**config.mk**
```make
export PLATFORM = sky130hd
export DESIGN_NAME = sd_spi_master
export DESIGN_NICKNAME = d
export VERILOG_FILES = /design/src/rtl/sd_spi_master.sv
export SDC_FILE = /design/constraint.sdc
export NUM_CORES = 1
export LEC_CHECK = 0
export BUFFER_PORTS_ARGS = -buffer_cell sky130_fd_sc_hd__buf_2
export CAP_MARGIN = 0
export CORE_ASPECT_RATIO = 1.4
export CORE_MARGIN = 2
export CORE_UTILIZATION = 42
export CTS_BUF_LIST = sky130_fd_sc_hd__clkbuf_4 sky130_fd_sc_hd__clkbuf_8
export DETAILED_ROUTE_END_ITERATION = 7
export GPL_TIMING_DRIVEN = 0
export PLACE_DENSITY_LB_ADDON = 0.15
export SLEW_MARGIN = 10
export SYNTH_ARGS = -nofsm -noshare
export SYNTH_HDL_FRONTEND = slang
export SYNTH_SLANG_ARGS = --single-unit
```
**constraint.sdc**
```tcl
create_clock -name control_clk_i -period 9.13 [get_ports control_clk_i]
set_clock_uncertainty 0.1 [all_clocks]
set_input_delay 0.913 -clock control_clk_i [delete_from_list [all_inputs] [get_ports control_clk_i]]
set_output_delay 0.913 -clock control_clk_i [all_outputs]
set_load 0.01 [all_outputs]
```
**src/rtl/sd_spi_master.sv**
```systemverilog
// SPI mode-0 bit engine for the SD controller: sends a 48-bit command, polls MISO
// for the response start bit, captures RESP_BYTES response bytes into a 48-bit
// word and closes with a one-cycle done pulse.
module sd_spi_master #(
    parameter int HALF_BASE  = 1,
    parameter int NCR_MAX    = 8,
    parameter int RESP_BYTES = 6
) (
    input  logic        control_clk_i,
    input  logic        control_rst_i,
    input  logic        spi_rst_ni,
    input  logic        spi_start_i,
    input  logic        spi_fbo_i,
    input  logic [1:0]  clock_divider_i,
    input  logic [47:0] instruction_sd_i,
    input  logic        spi_miso_i,
    output logic        spi_SCK_o,
    output logic        spi_mosi_o,
    output logic        spi_cs_n_o,
    output logic [47:0] spi_data_o,
    output logic        spi_done_o,
    output logic        spi_busy_o,
    output logic        spi_timeout_o
);

    localparam int          RESP_BITS = RESP_BYTES * 8;
    // last bit index of the RESP phase (byte 0 is already taken in POLL)
    localparam logic [5:0]  RESP_LAST = 6'(RESP_BITS - 9);
    localparam logic [7:0]  NCR_LAST  = 8'(NCR_MAX - 1);
    localparam logic [47:0] ONES      = '1;

    typedef enum logic [2:0] {S_IDLE, S_CMD, S_POLL, S_RESP, S_DONE} state_t;

    state_t      state_q, state_d;
    logic        sck_q, sck_d;
    logic        mosi_q, mosi_d;
    logic        cs_n_q, cs_n_d;
    logic [47:0] data_q, data_d;
    logic        done_q, done_d;
    logic        busy_q, busy_d;
    logic        timeout_q, timeout_d;
    logic [47:0] frame_q, frame_d;
    logic        fbo_q, fbo_d;
    logic [1:0]  div_q, div_d;
    logic        dummy_q, dummy_d;
    logic [31:0] hcnt_q, hcnt_d;
    logic [5:0]  bit_cnt_q, bit_cnt_d;
    logic [7:0]  ff_cnt_q, ff_cnt_d;
    logic [47:0] sh_q, sh_d;

    logic [31:0] h_lim;
    logic        tick, rise, fall;
    logic [47:0] resp_aligned;

    // Next-state logic: SCK generation, TX shifting, RX polling and capture.
    always_comb begin
        state_d   = state_q;
        sck_d     = sck_q;
        mosi_d    = mosi_q;
        cs_n_d    = cs_n_q;
        data_d    = data_q;
        done_d    = 1'b0;
        busy_d    = busy_q;
        timeout_d = timeout_q;
        frame_d   = frame_q;
        fbo_d     = fbo_q;
        div_d     = div_q;
        dummy_d   = dummy_q;
        hcnt_d    = hcnt_q;
        bit_cnt_d = bit_cnt_q;
        ff_cnt_d  = ff_cnt_q;
        sh_d      = sh_q;

        h_lim = (32'(HALF_BASE) << div_q) - 32'd1;
        tick  = (hcnt_q == h_lim);
        rise  = tick & ~sck_q;
        fall  = tick & sck_q;
        // last RESP_BITS received bits, left-aligned, padded with 1s
        resp_aligned = (sh_q << (48 - RESP_BITS)) | ~(ONES << (48 - RESP_BITS));

        case (state_q)
            S_IDLE: begin
                if (spi_start_i) begin
                    frame_d   = instruction_sd_i;
                    fbo_d     = spi_fbo_i;
                    div_d     = clock_divider_i;
                    dummy_d   = (instruction_sd_i[47:46] == 2'b11);
                    cs_n_d    = (instruction_sd_i[47:46] == 2'b11);
                    mosi_d    = (instruction_sd_i[47:46] == 2'b11) ? 1'b1 :
                                (spi_fbo_i ? instruction_sd_i[47] : instruction_sd_i[0]);
                    busy_d    = 1'b1;
                    sck_d     = 1'b0;
                    hcnt_d    = '0;
                    bit_cnt_d = '0;
                    ff_cnt_d  = '0;
                    sh_d      = '1;
                    state_d   = S_CMD;
                end
            end
            S_CMD, S_POLL, S_RESP: begin
                if (tick) begin
                    hcnt_d = '0;
                    sck_d  = ~sck_q;
                end else begin
                    hcnt_d = hcnt_q + 32'd1;
                end
                if (rise && state_q != S_CMD) sh_d = {sh_q[46:0], spi_miso_i};
                if (fall) begin
                    if (state_q == S_CMD) begin
                        if (bit_cnt_q == 6'd47) begin
                            bit_cnt_d = '0;
                            mosi_d    = 1'b1;
                            if (dummy_q) begin
                                timeout_d = 1'b0;
                                state_d   = S_DONE;
                            end else begin
                                state_d = S_POLL;
                            end
                        end else begin
                            bit_cnt_d = bit_cnt_q + 6'd1;
                            frame_d   = fbo_q ? (frame_q << 1) : (frame_q >> 1);
                            mosi_d    = dummy_q ? 1'b1 : (fbo_q ? frame_q[46] : frame_q[1]);
                        end
                    end else if (state_q == S_POLL) begin
                        if (bit_cnt_q == 6'd7) begin
                            bit_cnt_d = '0;
                            if (!sh_q[7]) begin
                                // first bit of this byte was 0: it is the R1 byte
                                if (RESP_BYTES == 1) begin
                                    data_d    = resp_aligned;
                                    timeout_d = 1'b0;
                                    state_d   = S_DONE;
                                end else begin
                                    state_d = S_RESP;
                                end
                            end else if (ff_cnt_q == NCR_LAST) begin
                                data_d    = ONES;
                                timeout_d = 1'b1;
                                state_d   = S_DONE;
                            end else begin
                                ff_cnt_d = ff_cnt_q + 8'd1;
                            end
                        end else begin
                            bit_cnt_d = bit_cnt_q + 6'd1;
                        end
                    end else begin
                        if (bit_cnt_q == RESP_LAST) begin
                            data_d    = resp_aligned;
                            timeout_d = 1'b0;
                            state_d   = S_DONE;
                        end else begin
                            bit_cnt_d = bit_cnt_q + 6'd1;
                        end
                    end
                end
            end
            S_DONE: begin
                sck_d   = 1'b0;
                mosi_d  = 1'b1;
                cs_n_d  = 1'b1;
                done_d  = 1'b1;
                busy_d  = 1'b0;
                state_d = S_IDLE;
            end
            default: state_d = S_IDLE;
        endcase

        // controller soft reset aborts everything without a done pulse
        if (!spi_rst_ni) begin
            state_d   = S_IDLE;
            sck_d     = 1'b0;
            mosi_d    = 1'b1;
            cs_n_d    = 1'b1;
            data_d    = '0;
            done_d    = 1'b0;
            busy_d    = 1'b0;
            timeout_d = 1'b0;
            hcnt_d    = '0;
            bit_cnt_d = '0;
            ff_cnt_d  = '0;
        end
    end

    // State and registered outputs.
    always_ff @(posedge control_clk_i or posedge control_rst_i) begin
        if (control_rst_i) begin
            state_q   <= S_IDLE;
            sck_q     <= 1'b0;
            mosi_q    <= 1'b1;
            cs_n_q    <= 1'b1;
            data_q    <= '0;
            done_q    <= 1'b0;
            busy_q    <= 1'b0;
            timeout_q <= 1'b0;
            frame_q   <= '0;
            fbo_q     <= 1'b0;
            div_q     <= '0;
            dummy_q   <= 1'b0;
            hcnt_q    <= '0;
            bit_cnt_q <= '0;
            ff_cnt_q  <= '0;
            sh_q      <= '1;
        end else begin
            state_q   <= state_d;
            sck_q     <= sck_d;
            mosi_q    <= mosi_d;
            cs_n_q    <= cs_n_d;
            data_q    <= data_d;
            done_q    <= done_d;
            busy_q    <= busy_d;
            timeout_q <= timeout_d;
            frame_q   <= frame_d;
            fbo_q     <= fbo_d;
            div_q     <= div_d;
            dummy_q   <= dummy_d;
            hcnt_q    <= hcnt_d;
            bit_cnt_q <= bit_cnt_d;
            ff_cnt_q  <= ff_cnt_d;
            sh_q      <= sh_d;
        end
    end

    assign spi_SCK_o     = sck_q;
    assign spi_mosi_o    = mosi_q;
    assign spi_cs_n_o    = cs_n_q;
    assign spi_data_o    = data_q;
    assign spi_done_o    = done_q;
    assign spi_busy_o    = busy_q;
    assign spi_timeout_o = timeout_q;

endmodule

```
After elaboration in Yosys (flattened, before gate mapping)
Cells that the tools add are included.
Storage, ports and cells
  memories: 0
  bits of input ports: 56
  memory bits (writable): 0
  bits in registers: 203
  output and inout bits: 54
  latch bits: 0
  memory bits (read-only): 0
Operators by class
  eq/ne operators: 46
  $lt $le $gt $ge: 0
  bitwise logic cells: 3
  div/mod/pow operators: 0
  shift operators: 1
  add/subtract/negate cells: 4
  reductions and logical operators: 16
  multipliers: 0
  mux-type cells: 85
Operator list (number)
  48-bit 2-to-1 mux: 16
  48-bit one-hot mux with 2 select lines: 2
  32-bit 2-to-1 mux: 3
  8-bit 2-to-1 mux: 8
  32-bit one-hot mux with 2 select lines: 1
  6-bit 2-to-1 mux: 8
  3-bit 2-to-1 mux: 11
  3-bit != test (second input constant): 11
  32-bit by 1-bit adder with 32-bit output (second input constant): 1
  32-bit equality test: 1
  1-bit by 2-bit left shift with 32-bit output (first input constant): 1
  32-bit by 1-bit subtractor with 32-bit output (second input constant): 1
  1-bit 2-to-1 mux: 29
  8-bit one-hot mux with 2 select lines: 1
  8-bit AND reduction: 2
  5-bit != test (second input constant): 3
  6-bit equality test (second input constant): 2
  2-bit != test (second input constant): 6
  3-bit by 1-bit != test with 1-bit output (second input constant): 4
  6-bit one-hot mux with 2 select lines: 1
  3-bit by 2-bit != test with 1-bit output (second input constant): 3
  8-bit by 1-bit adder with 8-bit output (second input constant): 1
  8-bit by 3-bit equality test with 1-bit output (second input constant): 1
  4-bit by 1-bit != test with 1-bit output (second input constant): 2
  25 further kinds: 36

Longest topological paths before layout
  depth after elaboration: 9
  mapped depth: 9

Worst setup path after synthesis
OpenSTA, ideal clock, no wires.
  path type: reg2reg
  start: register hcnt_q[9]
  end: register data_q[7] (netlist: spi_data_o[7])
  library setup time: 0.123 ns
  buffers on the path: 2
  data arrival time: 2.409 ns
  data required time: 8.907 ns
  stages on the path, launching flop included: 9
  slack: 6.498 ns
  cell sequence: dfrtp_1 or4_1 nor4_2 and3_4 nand3_4 or4b_1 buf_6 buf_6 o221a_1
Between the ends
  longest elaborated chain between the ends: 4
Ends and longest elaborated chain
  start: declaration: RTL line 46  | logic [31:0] hcnt_q, hcnt_d;
  start signal: assignment: RTL line 216  | hcnt_q <= hcnt_d;
  32-bit equality test: RTL line 75  | tick = (hcnt_q == h_lim);
  1-bit AND: RTL line 77  | fall = tick & sck_q;
  2-bit by 1-bit != test with 1-bit output (no line)
  7-bit AND reduction (no line)
  end signal: assignment: RTL line 208  | data_q <= data_d;
  end: declaration: RTL line 38  | logic [47:0] data_q, data_d;
No other way between the ends.
A chain may end at the register's enable or synchronous reset.

Worst setup path after layout
  start: register state_q[0]
  end: register sh_q[16] (netlist: resp_aligned[16])
Between the ends
  longest elaborated chain between the ends: 4
Ends and longest elaborated chain
  start: declaration: RTL line 34  | state_t state_q, state_d;
  start signal: assignment: RTL line 204  | state_q <= state_d;
  3-bit by 1-bit equality test with 1-bit output, or another cell as far along: RTL line 81  | case (state_q)
  3-bit OR reduction or 1-bit logical AND (tied branches): RTL line 81, 107
  2-bit != test (no line) or 2-bit nonzero test (tied branches)
  3-bit AND reduction (no line)
  end signal: assignment: RTL line 202  | sh_q <= '1;
  end signal: assignment: RTL line 219  | sh_q <= sh_d;
  end: declaration: RTL line 49  | logic [47:0] sh_q, sh_d;
Several ways; a longest one is shown, not always the timed one.

==> summary.txt <==
Outcome
  – Status: finished clean

Global route
  – Initial antenna violation count: 0
  – First-pass GRT wire length: 48.63 mm
  – GRT overflow: 0
  – Vias in the first global route: 9428
  – Largest net degree at the start of global routing: 80
  – GRT Util Overall: 21.84%

Placed design
  – IO buf count: 109
  – Gpl congestion: between 0.8 and 0.9
  – Post-DP Area: ~0.012 mm^2
  – Placed cells: 1592
  – DPL Wire Length: 20.15 mm

Synthesis
  – Synth Net Count: 1221
  – Synth Flop Type: dfrtp_1
  – Yosys reg bits: 203
  – Post-synthesis sequential area ratio: between 40 and 50%
  – Post-synth EDFFs: 0
  – Netlist cell types: 57
  – Cells after synthesis: ~1.2k
  – Mapped Area: 0.01068 mm^2
  – Synth warnings: 0
  – Ys async rst share: 100.0%
  – Mean post-synth cell area: 9.189 um^2

Clock tree
  – Reg clk slew, reported paths: 60 ps
  – Htree depth: 2
  – Setup Buffers After CTS: 0
  – Clock sink count: approximately 200
  – TritonCTS Buffers: 36
  – Maximum clock path buffer count: 3
  – Clock latency on the worst-skew pair: 540 ps
  – CTS root buf: clkbuf_8
  – Cts hold-fix bufs: 0
  – CTS tree: done
  – Post_cts resized: 0

Critical path
  – Reg2reg start: state_q[0]$_DFFE_PP0P_
  – Worst Path Arrival: roughly 3600 ps
  – Critical path required time: roughly 9500 ps
  – Reg2reg path depth: 9
  – Worst setup EP type: flop
  – Startpoint Class: flop
  – Worst Path Max Fanout: 10
  – R2R setup slack: 5890 ps
  – Reg2reg end: resp_aligned[16]$_DFFE_PP1P_
  – Worst setup path category: flop to flop

Timing
  – Setup violators final: 0
  – Max-slew violations: 0
  – Final min period: 3239 ps
  – Fmax: 308.7 MHz
  – Hold Fails Final Rpt: 0
  – Crit share post-route: between 30% and 40%
  – Worst-Margin Slew: between 800 and 900 ps
  – Unrepaired setup endpoints after global routing: no
  – Slew headroom: 42.19%

Layout
  – Multi-input logic area: slightly above 0.005 mm^2
  – Share of cells above drive strength 1: approximately 21%
  – Fin nets: 1370
  – Fillers: between 2k and 2.5k
  – Final instance area: 0.01249 mm^2
  – Area Growth Syn to Fin: 16.94%
  – Final Core Density: 49.53%
  – Register area: 0.005142 mm^2
  – Layout Cells excl Fill: 1659

Die
  – Die width: ~140 um
  – # IOs: 110
  – Die area: 0.02673 mm^2
  – Chip height: 192.7 um
  – Core ar.: roughly 0.025 mm^2
  – Initial core utilization: approximately 42%
  – Row count: 69

Pwr
  – Pleak: 5.531 nW
  – Maximum vdd drop: 114.6 uV
  – Pwr/cell area: 172.7 mW/mm^2

Job
  – Max_cap viols: 0

Routing
  – Drt total wl: 29.37 mm
  – Post-DR wirelength/cell: 17.70 um
  – Vias/cell: 5.650
  – Antenna-violating nets left: 0
  – DRC errors left: 0
  – Vias: 9373
  – Initial drt markers: 454
  – First drt pass iteration count: 5

Min path
  – Min-delay worst type: input pin to async pin
[synthesized netlist by cell type (3+ instances only)]
cell | instances | area share (%)
nor2_1 | 155 | 5.4
dfrtp_1 | 153 | 36
nand2_1 | 146 | 5.1
a21oi_1 | 105 | 4.9
clkbuf_1 | 75 | 2.6
nor3_1 | 65 | 3.0
o21ai_0 | 62 | 2.9
dfstp_2 | 50 | 12
mux2i_1 | 49 | 4.6
a221o_1 | 48 | 4.5
o221a_2 | 27 | 2.8
nand3_1 | 23 | 1.1
o221a_1 | 21 | 2.2
and3_1 | 19 | 1.1
xnor2_1 | 19 | 1.6
nand4_1 | 16 | 0.94
xor2_1 | 15 | 1.2
nor4_1 | 14 | 0.82
buf_2 | 11 | 0.52
buf_1 | 10 | 0.35
mux2_2 | 7 | 0.74
nor2b_1 | 7 | 0.41
inv_1 | 6 | 0.21
and2_1 | 5 | 0.29
or4_1 | 5 | 0.35
a311oi_1 | 3 | 0.25
a31oi_1 | 3 | 0.18
and4_1 | 3 | 0.25
buf_6 | 3 | 0.32
ha_1 | 3 | 0.35
nand2b_1 | 3 | 0.18
or2_2 | 3 | 0.18
[flip-flops by register name, indices dropped and copies added (netlist names)]
signal	flops
spi_cs_n_o	1
frame_q	48
spi_timeout_o	1
fbo_q	1
resp_aligned	48
spi_SCK_o	1
state_q	3
spi_busy_o	1
spi_data_o	48
dummy_q	1
hcnt_q	32
div_q	2
bit_cnt_q	6
ff_cnt_q	8
spi_mosi_o	1
spi_done_o	1
[power breakdown]
part	switching, mW	leakage [nW]	internal, mW
Combinational	0.147	2.54	0.101
Sequential	0.0475	2.57	0.942
Clock	0.392	0.425	0.527
[layout by cell type, fill, tap and decap left out, drive strengths merged, types with 15 or more instances in the layout]
cell type	count
o221a	48
xnor2	19
o21ai	63
a221o	48
a21oi	106
buf	135
nor3	65
nand2	146
nor2	155
mux2i	49
xor2	15
and3	20
nand3	24
dfstp	50
nand4	16
clkbuf	135
nor4	15
dfrtp	153
[cells by family (layout without fill, tap and decap cells)]
logic type | after synthesis | after routing | synth area share, %
AO/OA/AOI/OAI | 285 | 285 | 19.01
XOR/XNOR | 34 | 34 | 2.789
adder cells (fa/ha/maj) | 3 | 3 | 0.3516
buffers and inverters | 105 | 282 | 4.031
flip-flops | 203 | 203 | 48.16
multiplexers | 56 | 56 | 5.332
other | 0 | 1 | 0
AND/OR/NAND/NOR | 476 | 476 | 20.33
[stage by stage]
| stage | power [mW] | hold slack [ps] | setup slack [ps] | TNS [ps] |
|---|---|---|---|---|
| final | 2.157 | 288.3 | 5891 | 0 |
| after global routing | 2.263 | 297.2 | 5654 | 0 |
| after CTS | 2.186 | 281.1 | 5894 | 0 |
| after detailed placement | 1.253 | 356.6 | 5910 | 0 |
| after global placement | 1.247 | 357.1 | -24.49 | -1184 |
| after floorplan | 1.165 | 370.1 | 2661 | 0 |
[worst max path at each step]
| stage | start | to | slack [ps] | cells past startpoint |
|---|---|---|---|---|
| global route | state_q[0]$_DFFE_PP0P_ | resp_aligned[18]$_DFFE_PP1P_ | 5650 | 9 |
| CTS | state_q[0]$_DFFE_PP0P_ | resp_aligned[18]$_DFFE_PP1P_ | 5890 | 9 |
| detailed placement | state_q[0]$_DFFE_PP0P_ | resp_aligned[18]$_DFFE_PP1P_ | 5910 | 9 |
| global placement | control_rst_i | hcnt_q[22]$_DFFE_PP0P_ | -20 | 2 |
| finish | state_q[0]$_DFFE_PP0P_ | resp_aligned[16]$_DFFE_PP1P_ | 5890 | 9 |
| floorplan | control_rst_i | bit_cnt_q[0]$_DFFE_PP0P_ | 2660 | 1 |
[routing by layer]
layer,vias to the layer above,global-route usage (%),wire length [um]
met2,226,39.15,14820
met5,-,0,0
met1,4591,26.96,12410
li1,4507,-,-
met4,0,6.371,630
met3,49,4.094,1506
[cell type report]
| type | count | area share, % |
|---|---|---|
| Sequential cell | 203 | 41.18 |
| Multi-Input combinational cell | 854 | 40.88 |
| Clock buffer | 60 | 6.062 |
| Timing Repair Buffer | 111 | 4.810 |
| Buffer | 99 | 3.267 |
| Tap cell | 319 | 3.196 |
| Clock inverter | 6 | 0.3407 |
| Inverter | 6 | 0.2405 |
| Antenna cell | 1 | 0.02004 |
[worst max-delay path: stages (launching register included)]
cell,delay (ps)
dfrtp_1,350
clkbuf_1,220
nor2_1,580
or2_2,240
buf_2,250
buf_2,320
buf_1,430
buf_1,430
nor2_1,70
a21oi_1,180
Power figures use the tool's default switching activity.
